===== config.mk =====
export PLATFORM = sky130hd
export DESIGN_NAME = alu_result_buf
export DESIGN_NICKNAME = d
export VERILOG_FILES = /design/src/rtl/alu_result_buf.sv
export SDC_FILE = /design/constraint.sdc
export NUM_CORES = 1
export LEC_CHECK = 0
export ABC_AREA = 1
export BUFFER_PORTS_ARGS = -buffer_cell sky130_fd_sc_hd__buf_2
export CORE_MARGIN = 2
export CORE_UTILIZATION = 56
export DETAILED_ROUTE_END_ITERATION = 10
export PLACE_DENSITY = 0.84
export SYNTH_ARGS = -nofsm -noshare
export SYNTH_HDL_FRONTEND = slang
export SYNTH_SLANG_ARGS = --single-unit

===== constraint.sdc =====
create_clock -name clk -period 2.2 [get_ports clk]
set_input_delay 0.66 -clock clk [delete_from_list [all_inputs] [get_ports clk]]
set_output_delay 0.66 -clock clk [all_outputs]
set_load 0.1 [all_outputs]

===== src/rtl/alu_result_buf.sv =====
// Execute-stage result buffer: 2-entry skid FIFO between the ALU and memory/writeback,
// plus committed condition codes. Define ALU_OFL_COUNT_EN to build the overflow commit counter.
module alu_result_buf #(
  parameter int WIDTH = 16,
  parameter int TAG_W = 3
) (
  input  logic             clk,
  input  logic             rst,
  input  logic             flush,
  input  logic             in_valid,
  output logic             in_ready,
  input  logic [WIDTH-1:0] alu_out,
  input  logic             alu_ofl,
  input  logic             alu_z,
  input  logic             alu_sign,
  input  logic [TAG_W-1:0] in_tag,
  input  logic             in_wr,
  output logic             out_valid,
  input  logic             out_ready,
  output logic [WIDTH-1:0] out_data,
  output logic [TAG_W-1:0] out_tag,
  output logic             out_wr,
  output logic             cc_z,
  output logic             cc_n,
  output logic             cc_v,
  output logic [15:0]      ofl_count
);

  typedef enum logic [1:0] {EMPTY = 2'd0, ONE = 2'd1, TWO = 2'd2} state_t;

  typedef struct packed {
    logic [WIDTH-1:0] data;
    logic             ofl;
    logic             z;
    logic             sign;
    logic [TAG_W-1:0] tag;
    logic             wr;
  } entry_t;

  state_t state_q, state_d;
  entry_t main_q, main_d, skid_q, skid_d, in_e;
  logic   cc_z_q, cc_n_q, cc_v_q;
  logic   accept, drain;

  assign in_ready  = (state_q != TWO);
  assign out_valid = (state_q != EMPTY);
  assign accept    = in_valid & in_ready & ~flush;
  assign drain     = out_valid & out_ready;

  assign in_e = '{data: alu_out, ofl: alu_ofl, z: alu_z, sign: alu_sign,
                  tag: in_tag, wr: in_wr};

  always_comb begin
    state_d = state_q;
    main_d  = main_q;
    skid_d  = skid_q;
    case (state_q)
      EMPTY: if (accept) begin
        state_d = ONE;
        main_d  = in_e;
      end
      ONE: begin
        if (accept && drain) begin
          main_d = in_e;
        end else if (accept) begin
          state_d = TWO;
          skid_d  = in_e;
        end else if (drain) begin
          state_d = EMPTY;
        end
      end
      TWO: if (drain) begin
        state_d = ONE;
        main_d  = skid_q;
      end
      default: state_d = EMPTY;
    endcase
    // Clearing the payload on flush keeps stale results off out_* entirely.
    if (flush) begin
      state_d = EMPTY;
      main_d  = '0;
      skid_d  = '0;
    end
  end

  always_ff @(posedge clk) begin
    if (!rst) begin
      state_q <= EMPTY;
      main_q  <= '0;
      skid_q  <= '0;
      cc_z_q  <= 1'b0;
      cc_n_q  <= 1'b0;
      cc_v_q  <= 1'b0;
    end else begin
      state_q <= state_d;
      main_q  <= main_d;
      skid_q  <= skid_d;
      if (drain) begin
        cc_z_q <= main_q.z;
        cc_n_q <= main_q.sign;
        cc_v_q <= main_q.ofl;
      end
    end
  end

  assign out_data = main_q.data;
  assign out_tag  = main_q.tag;
  assign out_wr   = main_q.wr;
  assign cc_z     = cc_z_q;
  assign cc_n     = cc_n_q;
  assign cc_v     = cc_v_q;

`ifdef ALU_OFL_COUNT_EN
  logic [15:0] ofl_cnt_q;
  // Saturating; survives flush so software sees every committed overflow.
  always_ff @(posedge clk) begin
    if (!rst)
      ofl_cnt_q <= '0;
    else if (drain && main_q.ofl && ofl_cnt_q != 16'hFFFF)
      ofl_cnt_q <= ofl_cnt_q + 16'd1;
  end
  assign ofl_count = ofl_cnt_q;
`else
  assign ofl_count = '0;
`endif

endmodule


== Word level (Yosys, flattened, before mapping) ==
Index checks and enable logic that the tools add are counted.
Storage, ports and cells
  register bits after elaboration: 51
  latch bits: 0
  memory bits (writable): 0
  ROM bits: 0
  output and inout port bits: 41
  memories kept: 0
Operators by class
  add/subtract/negate cells: 0
  $mul: 0
  div/mod/pow operators: 0
  magnitude comparators: 0
  eq/ne operators: 8
  shift-type cells: 0
  muxes and demuxes: 10
  bitwise gates (word level): 6
  reductions and logical operators: 8
Operators by type and width (number)
  23-bit 2-to-1 mux: 3
  23-bit case mux with 3 select lines: 1
  2-bit 2-to-1 mux: 5
  2-bit != test, second input constant: 5
  4-bit AND reduction: 2
  2-bit case mux with 3 select lines: 1
  1-bit AND: 3
  3-bit != test, second input constant: 1
  1-bit inverter: 3
  3-bit AND reduction: 1
  3-bit nonzero test: 1
  2-bit by 1-bit equality test with 1-bit output, second input constant: 1
  2-bit equality test, second input constant: 1
  2-bit logical NOT: 1
  2-bit nonzero test: 1
  2-bit OR reduction: 1
  1-bit logical AND: 1

== Logic depth before layout (Yosys ltp) ==
Gate-level depths: netlist of run 1.
  depth in word-level cells: 6
  gate-level depth with buffers: 10
  depth with buffers taken out: 7

== Worst setup path before layout of run 1 ==
Ideal clock, no wire load.
  path kind: register to output
  start point: register state_q[0]
  end point: output in_ready
  arrival: 1.042 ns
  data required time: 1.540 ns
  slack: 0.498 ns
  stages on the path, launching flop included: 4
  cell sequence: dfxtp_1 > inv_2 > nand2_2 > buf_2
Between the ends
  longest elaborated chain between the ends: 1
Ends and longest elaborated chain
  from (decl): RTL line 40  | state_t state_q, state_d;
  from (signal assigned): RTL line 95  | state_q <= state_d;
  2-bit != test: RTL line 45  | assign in_ready = (state_q != TWO);
  to (decl): RTL line 11  | output logic in_ready,
Every way passes these cells.

== Worst setup path after layout of run 1 ==
Ends and elaborated chain as after synthesis.

==> results of run 1 <==
-- worst max-delay path by stage --
stage	startpoint	end	cells past startpoint
global placement	flush	skid_q[6]$_SDFFE_PP0P_	7
CTS	state_q[0]$_SDFFE_PP0P_	in_ready	3
detailed placement	flush	skid_q[0]$_SDFFE_PP0P_	7
finish	state_q[0]$_SDFFE_PP0P_	in_ready	3
global route	state_q[0]$_SDFFE_PP0P_	in_ready	3
floorplan	state_q[0]$_SDFFE_PP0P_	in_ready	3
-- report_power, final --
part / switching [mW] / internal, mW
logic: 0.330 / 0.0678
clock network: 0.297 / 0.334
registers: 0.00769 / 0.940
total: 0.635 / 1.34
-- layout make-up --
type                            count  area, um^2
Multi-Input combinational cell    268        1125
Fill cell                         402        1640
Sequential cell                    51        1021
Clock inverter                      1       30.03
Tap cell                           52       65.06
Timing Repair Buffer               60       347.8
Inverter                           30       112.6
Clock buffer                        6       72.57
-- state kept, by name, summed over array words and instances, names as in the netlist --
name      flops
out_wr        1
cc_z          1
out_tag       3
main_q        3
state_q       2
cc_v          1
out_data     16
cc_n          1
skid_q       23
-- through the flow --
| stage | total power [mW] | utilization (%) |
|---|---|---|
| after floorplan | 1.339 | - |
| after global placement | 1.365 | 60.52 |
| after detailed placement | 1.366 | 60.52 |
| after CTS | 1.985 | 62.84 |
| after global routing | 2.047 | 62.84 |
| final | 1.976 | 62.84 |
-- kinds of logic after synthesis --
| group | Yosys count |
|---|---|
| DFF | 51 |
| buffers and inverters | 87 |
| and+or+nand+nor | 221 |
| AOI/OAI and AO/OA | 31 |
| other | 1 |
-- routing by layer --
layer,GRT usage [%],wire [um]
met4,7.128,35
met2,36.21,2479
met3,5.417,291
met5,0,0
met1,27.79,2448
-- cell usage in the layout (no fill, tap or decap), drive strengths merged --
cell type and instances:
o21ai 3, nor2 50, nand3 48, a21oi 28
inv 30, clkbuf 6, bufinv 1, conb 16
nand4 1, dfxtp 51, nand2 122, buf 60
-- worst max-delay path, stage by stage, from the launching register on --
cell and delay [ns]:
dfxtp_1 0.41, inv_2 0.06, nand2_2 0.06, buf_2 0.43
==> results.json, run 1 <==
{
  "cts_sinks": 51,
  "min_from": "main_q[4]$_SDFFE_PP0P_",
  "synth.most_common_cell": "nand2_1",
  "place_congestion": 0.7940,
  "crit_type": "register to output port",
  "grt_overflow": 0,
  "final-instance-count-excl-fill": 468,
  "netlist.area_leader.share_pct": 39.36,
  "routedWlPerCell_um": 11.23,
  "path_max_fanout": 4,
  "cts_tree": "yes",
  "cts.clk_slew.worst_paths_ns": 0.09,
  "ff2ff_path_depth": 6,
  "drv_slew": 0,
  "syn_to_final_growth_pct": 6.946,
  "min_path_cells": 2,
  "grt_first_pass_wirelength_mm": 8.997,
  "hold_end": "cc_n$_SDFFE_PN0P_",
  "synth_area_leaders": "dfxtp_1, nand2_1, buf_4, nand3_1, nor2_1",
  "drc_errors": 0,
  "pre_cts_ws_ns": 0.2580,
  "max_freq_mhz": 521.7,
  "hold_violations": 0,
  "chipHeight_um": 72.06,
  "via_count": 2274,
  "avgSynthCellArea_um2": 6.634,
  "synthFlopType": "dfxtp_1",
  "post-place-cells": 461,
  "cts_buffers": 5,
  "cts_setup_buffers": 0,
  "vdd.ir_drop.worst_mv": 0.3845,
  "grt_pass1_vias": 2071,
  "num_rows": 24,
  "setup_viol": 0,
  "nNetsFinal": 444,
  "fp.dieW_um": 72.06,
  "required_ns": 1.54,
  "synth_edf_count": 0,
  "syn-cell-area_um2": 2594,
  "drive_gt1_share_pct": 18.27,
  "synth-async-reset-ratio_pct": 0,
  "synthAdderAreaFrac_pct": 0,
  "synth_simple_gate_area_share_pct": 35.07,
  "hold_class": "register to register",
  "drtIter0Drc": 154,
  "yosys_warnings": 0,
  "synthMuxAreaShare_pct": 0,
  "synth_commonest_cells": "nand2_1, dfxtp_1, nand3_1",
  "ys_types": 17,
  "layout_setup_ws_ns": 0.2831,
  "dpl.hpwl_mm": 3.563,
  "r2r_start": "state_q[1]$_SDFFE_PP0P_",
  "routed_via_density": 4.859,
  "clock_skew_ns": 0.007858,
  "placed_area_um2": 2671,
  "synth_seq_cells": 51,
  "whs_ns": 0.4651,
  "start_util_pct": 58.76,
  "finalCriticalPeriod_ns": 1.917,
  "track_usage_pct": 21.76,
  "cts_root_buf": "clkbuf_8",
  "synth_top_family_by_area": "simple AND/OR/NAND/NOR gates",
  "n_antenna_cell": 0,
  "power_density_nw_per_um2": 712.4,
  "outcome": "finished, final reports clean",
  "yosysSeqAreaShare_pct": 39.36,
  "synth_compound_area_share_pct": 5.982,
  "timing.final.crit_share_pct": 87.13,
  "antenna_found_initial": 0,
  "cap_violations": 0,
  "end_kind": "output port",
  "grt_max_degree": 48,
  "h-tree-depth": 2,
  "wl_mm": 5.255,
  "reg2reg_setup_slack_ns": 0.67,
  "setup_tns_ns": 0,
  "synth_top_area_cell": "dfxtp_1",
  "ctsHoldBuffers": 0,
  "worstSkewPairLatency_ns": 0.31,
  "synthXorXnorAreaFrac_pct": 0,
  "setup.worst_path.start_class": "register",
  "power.leakage_nw": 1.377,
  "cts_resized": 0,
  "rsz0062_at_grt": "no",
  "critPathArrivalTime_ns": 1.26,
  "design_area_um2": 2774,
  "timing.rr.end": "skid_q[14]$_SDFFE_PP0P_",
  "io_buffers": 52,
  "syn_inst": 391,
  "fp.dieArea_um2": 5192,
  "pin_count": 69,
  "clk_path_buf_depth": 2,
  "firstDrtPassIters": 4,
  "coreArea_um2": 4414,
  "antenna_left": 0
}
Power figures use the tool's default switching activity.
==> run 2: changes to the inputs <==
--- a/config.mk
+++ b/config.mk
@@ -11,6 +11,7 @@
 export CORE_UTILIZATION = 56
 export DETAILED_ROUTE_END_ITERATION = 10
 export PLACE_DENSITY = 0.84
+export SETUP_SLACK_MARGIN = 0.3
 export SYNTH_ARGS = -nofsm -noshare
 export SYNTH_HDL_FRONTEND = slang
 export SYNTH_SLANG_ARGS = --single-unit
==> results.json, run 2 (synthesized netlist as in run 1, its figures left out) <==
{
  "outcome": "finished, final reports clean",
  "comb_power_share_pct": 20.1,
  "pre_cts_ws_ns": 0.2580,
  "grt_overflow": 0,
  "clockPowerShare_pct": 31.9,
  "pin_count": 69,
  "setup.worst_path.start_class": "register",
  "h-tree-depth": 2,
  "fp.dieW_um": 72.06,
  "ctsHoldBuffers": 0,
  "cts.clk_slew.worst_paths_ns": 0.09,
  "cts_sinks": 51,
  "drv_slew": 0,
  "cap_violations": 0,
  "hold_violations": 0,
  "power_density_nw_per_um2": 711.6,
  "fp.dieArea_um2": 5192,
  "timing.final.crit_share_pct": 81.00,
  "drtIter0Drc": 154,
  "cts_buffers": 5,
  "num_rows": 24,
  "finalCriticalPeriod_ns": 1.782,
  "clk_path_buf_depth": 2,
  "p_seq_share_pct": 48.0,
  "layout_setup_ws_ns": 0.4180,
  "syn_to_final_growth_pct": 7.043,
  "chipHeight_um": 72.06,
  "io_buffers": 52,
  "setup_viol": 0,
  "dpl.hpwl_mm": 3.563,
  "rsz0062_at_grt": "no",
  "via_count": 2277,
  "track_usage_pct": 21.76,
  "switching_share_pct": 32.11,
  "firstDrtPassIters": 4,
  "hold_class": "register to register",
  "largest_reg_flops": 23,
  "n_antenna_cell": 0,
  "grt_max_degree": 48,
  "clock_skew_ns": 0.007159,
  "routedWlPerCell_um": 11.22,
  "path_max_fanout": 4,
  "placed_area_um2": 2671,
  "critPathArrivalTime_ns": 1.12,
  "grt_pass1_vias": 2071,
  "place_congestion": 0.7940,
  "wl_mm": 5.253,
  "whs_ns": 0.4641,
  "drive_gt1_share_pct": 18.27,
  "setup_tns_ns": 0,
  "routed_via_density": 4.865,
  "worstSkewPairLatency_ns": 0.30,
  "layout_commonest_cell": "nand2_1",
  "cts_setup_buffers": 0,
  "antenna_left": 0,
  "final_cell_mix": "nand2_1, dfxtp_1, buf_2",
  "cts_resized": 1,
  "max_freq_mhz": 561.2,
  "start_util_pct": 58.76,
  "drc_errors": 0,
  "regMostFlops": "skid_q",
  "p_int_mw": 1.341,
  "design_area_um2": 2776,
  "crit_type": "register to output port",
  "antenna_found_initial": 0,
  "nNetsFinal": 444,
  "required_ns": 1.54,
  "grt_first_pass_wirelength_mm": 8.997,
  "cts_root_buf": "clkbuf_8",
  "coreArea_um2": 4414,
  "p_sw_uw": 634.3,
  "end_kind": "output port",
  "power.leakage_nw": 1.379,
  "cts_tree": "yes",
  "p_total_mw": 1.976,
  "vdd.ir_drop.worst_mv": 0.3831
}
[run 2: worst max-delay path, stage by stage (launching register included)]
cell     delay, ns
dfxtp_1       0.41
inv_2         0.06
nand2_2       0.07
buf_4         0.29
[run 2: cell type report]
cell class / instances / area (um^2)
clock buffer: 6 / 72.57
inverter: 30 / 112.6
clock inverter: 1 / 30.03
timing repair buffer: 60 / 350.3
tap: 52 / 65.06
sequential: 51 / 1021
fill: 401 / 1638
multi-input combinational: 268 / 1125
[run 2: worst paths after layout]
path / startpoint / end / slack, ns / cells past startpoint
max: state_q[0]$_SDFFE_PP0P_ / in_ready / 0.42 / 3
min: main_q[4]$_SDFFE_PP0P_ / cc_n$_SDFFE_PN0P_ / 0.46 / 2
max reg2reg: state_q[1]$_SDFFE_PP0P_ / skid_q[14]$_SDFFE_PP0P_ / 0.67 / 6
min reg2reg: main_q[4]$_SDFFE_PP0P_ / cc_n$_SDFFE_PN0P_ / 0.46 / 2
[run 2: through the flow]
stage                     util (%)  cells
after global routing         62.90    468
after detailed placement     60.52    461
after CTS                    62.90    468
after floorplan                  -    406
after global placement       60.52    461
final                        62.90    468
[run 2: power by group through the flow]
stage / Combinational [mW] / Clock, mW / Sequential [mW]
5_1_grt: 0.426 / 0.671 / 0.950
4_1_cts: 0.398 / 0.640 / 0.948
2_1_floorplan: 0.356 / 0 / 0.983
6_report: 0.398 / 0.630 / 0.947
3_3_place_gp: 0.397 / 0 / 0.969
3_5_place_dp: 0.397 / 0 / 0.969
[run 2: per-layer routing]
metal	vias up	share of wire [%]	GRT usage, %	routed length (um)
met1	996	46	27.79	2440
met5	-	0	0	0
met4	0	0.67	7.128	35
li1	1204	-	-	-
met2	75	47	36.21	2485
met3	2	5.5	5.417	291
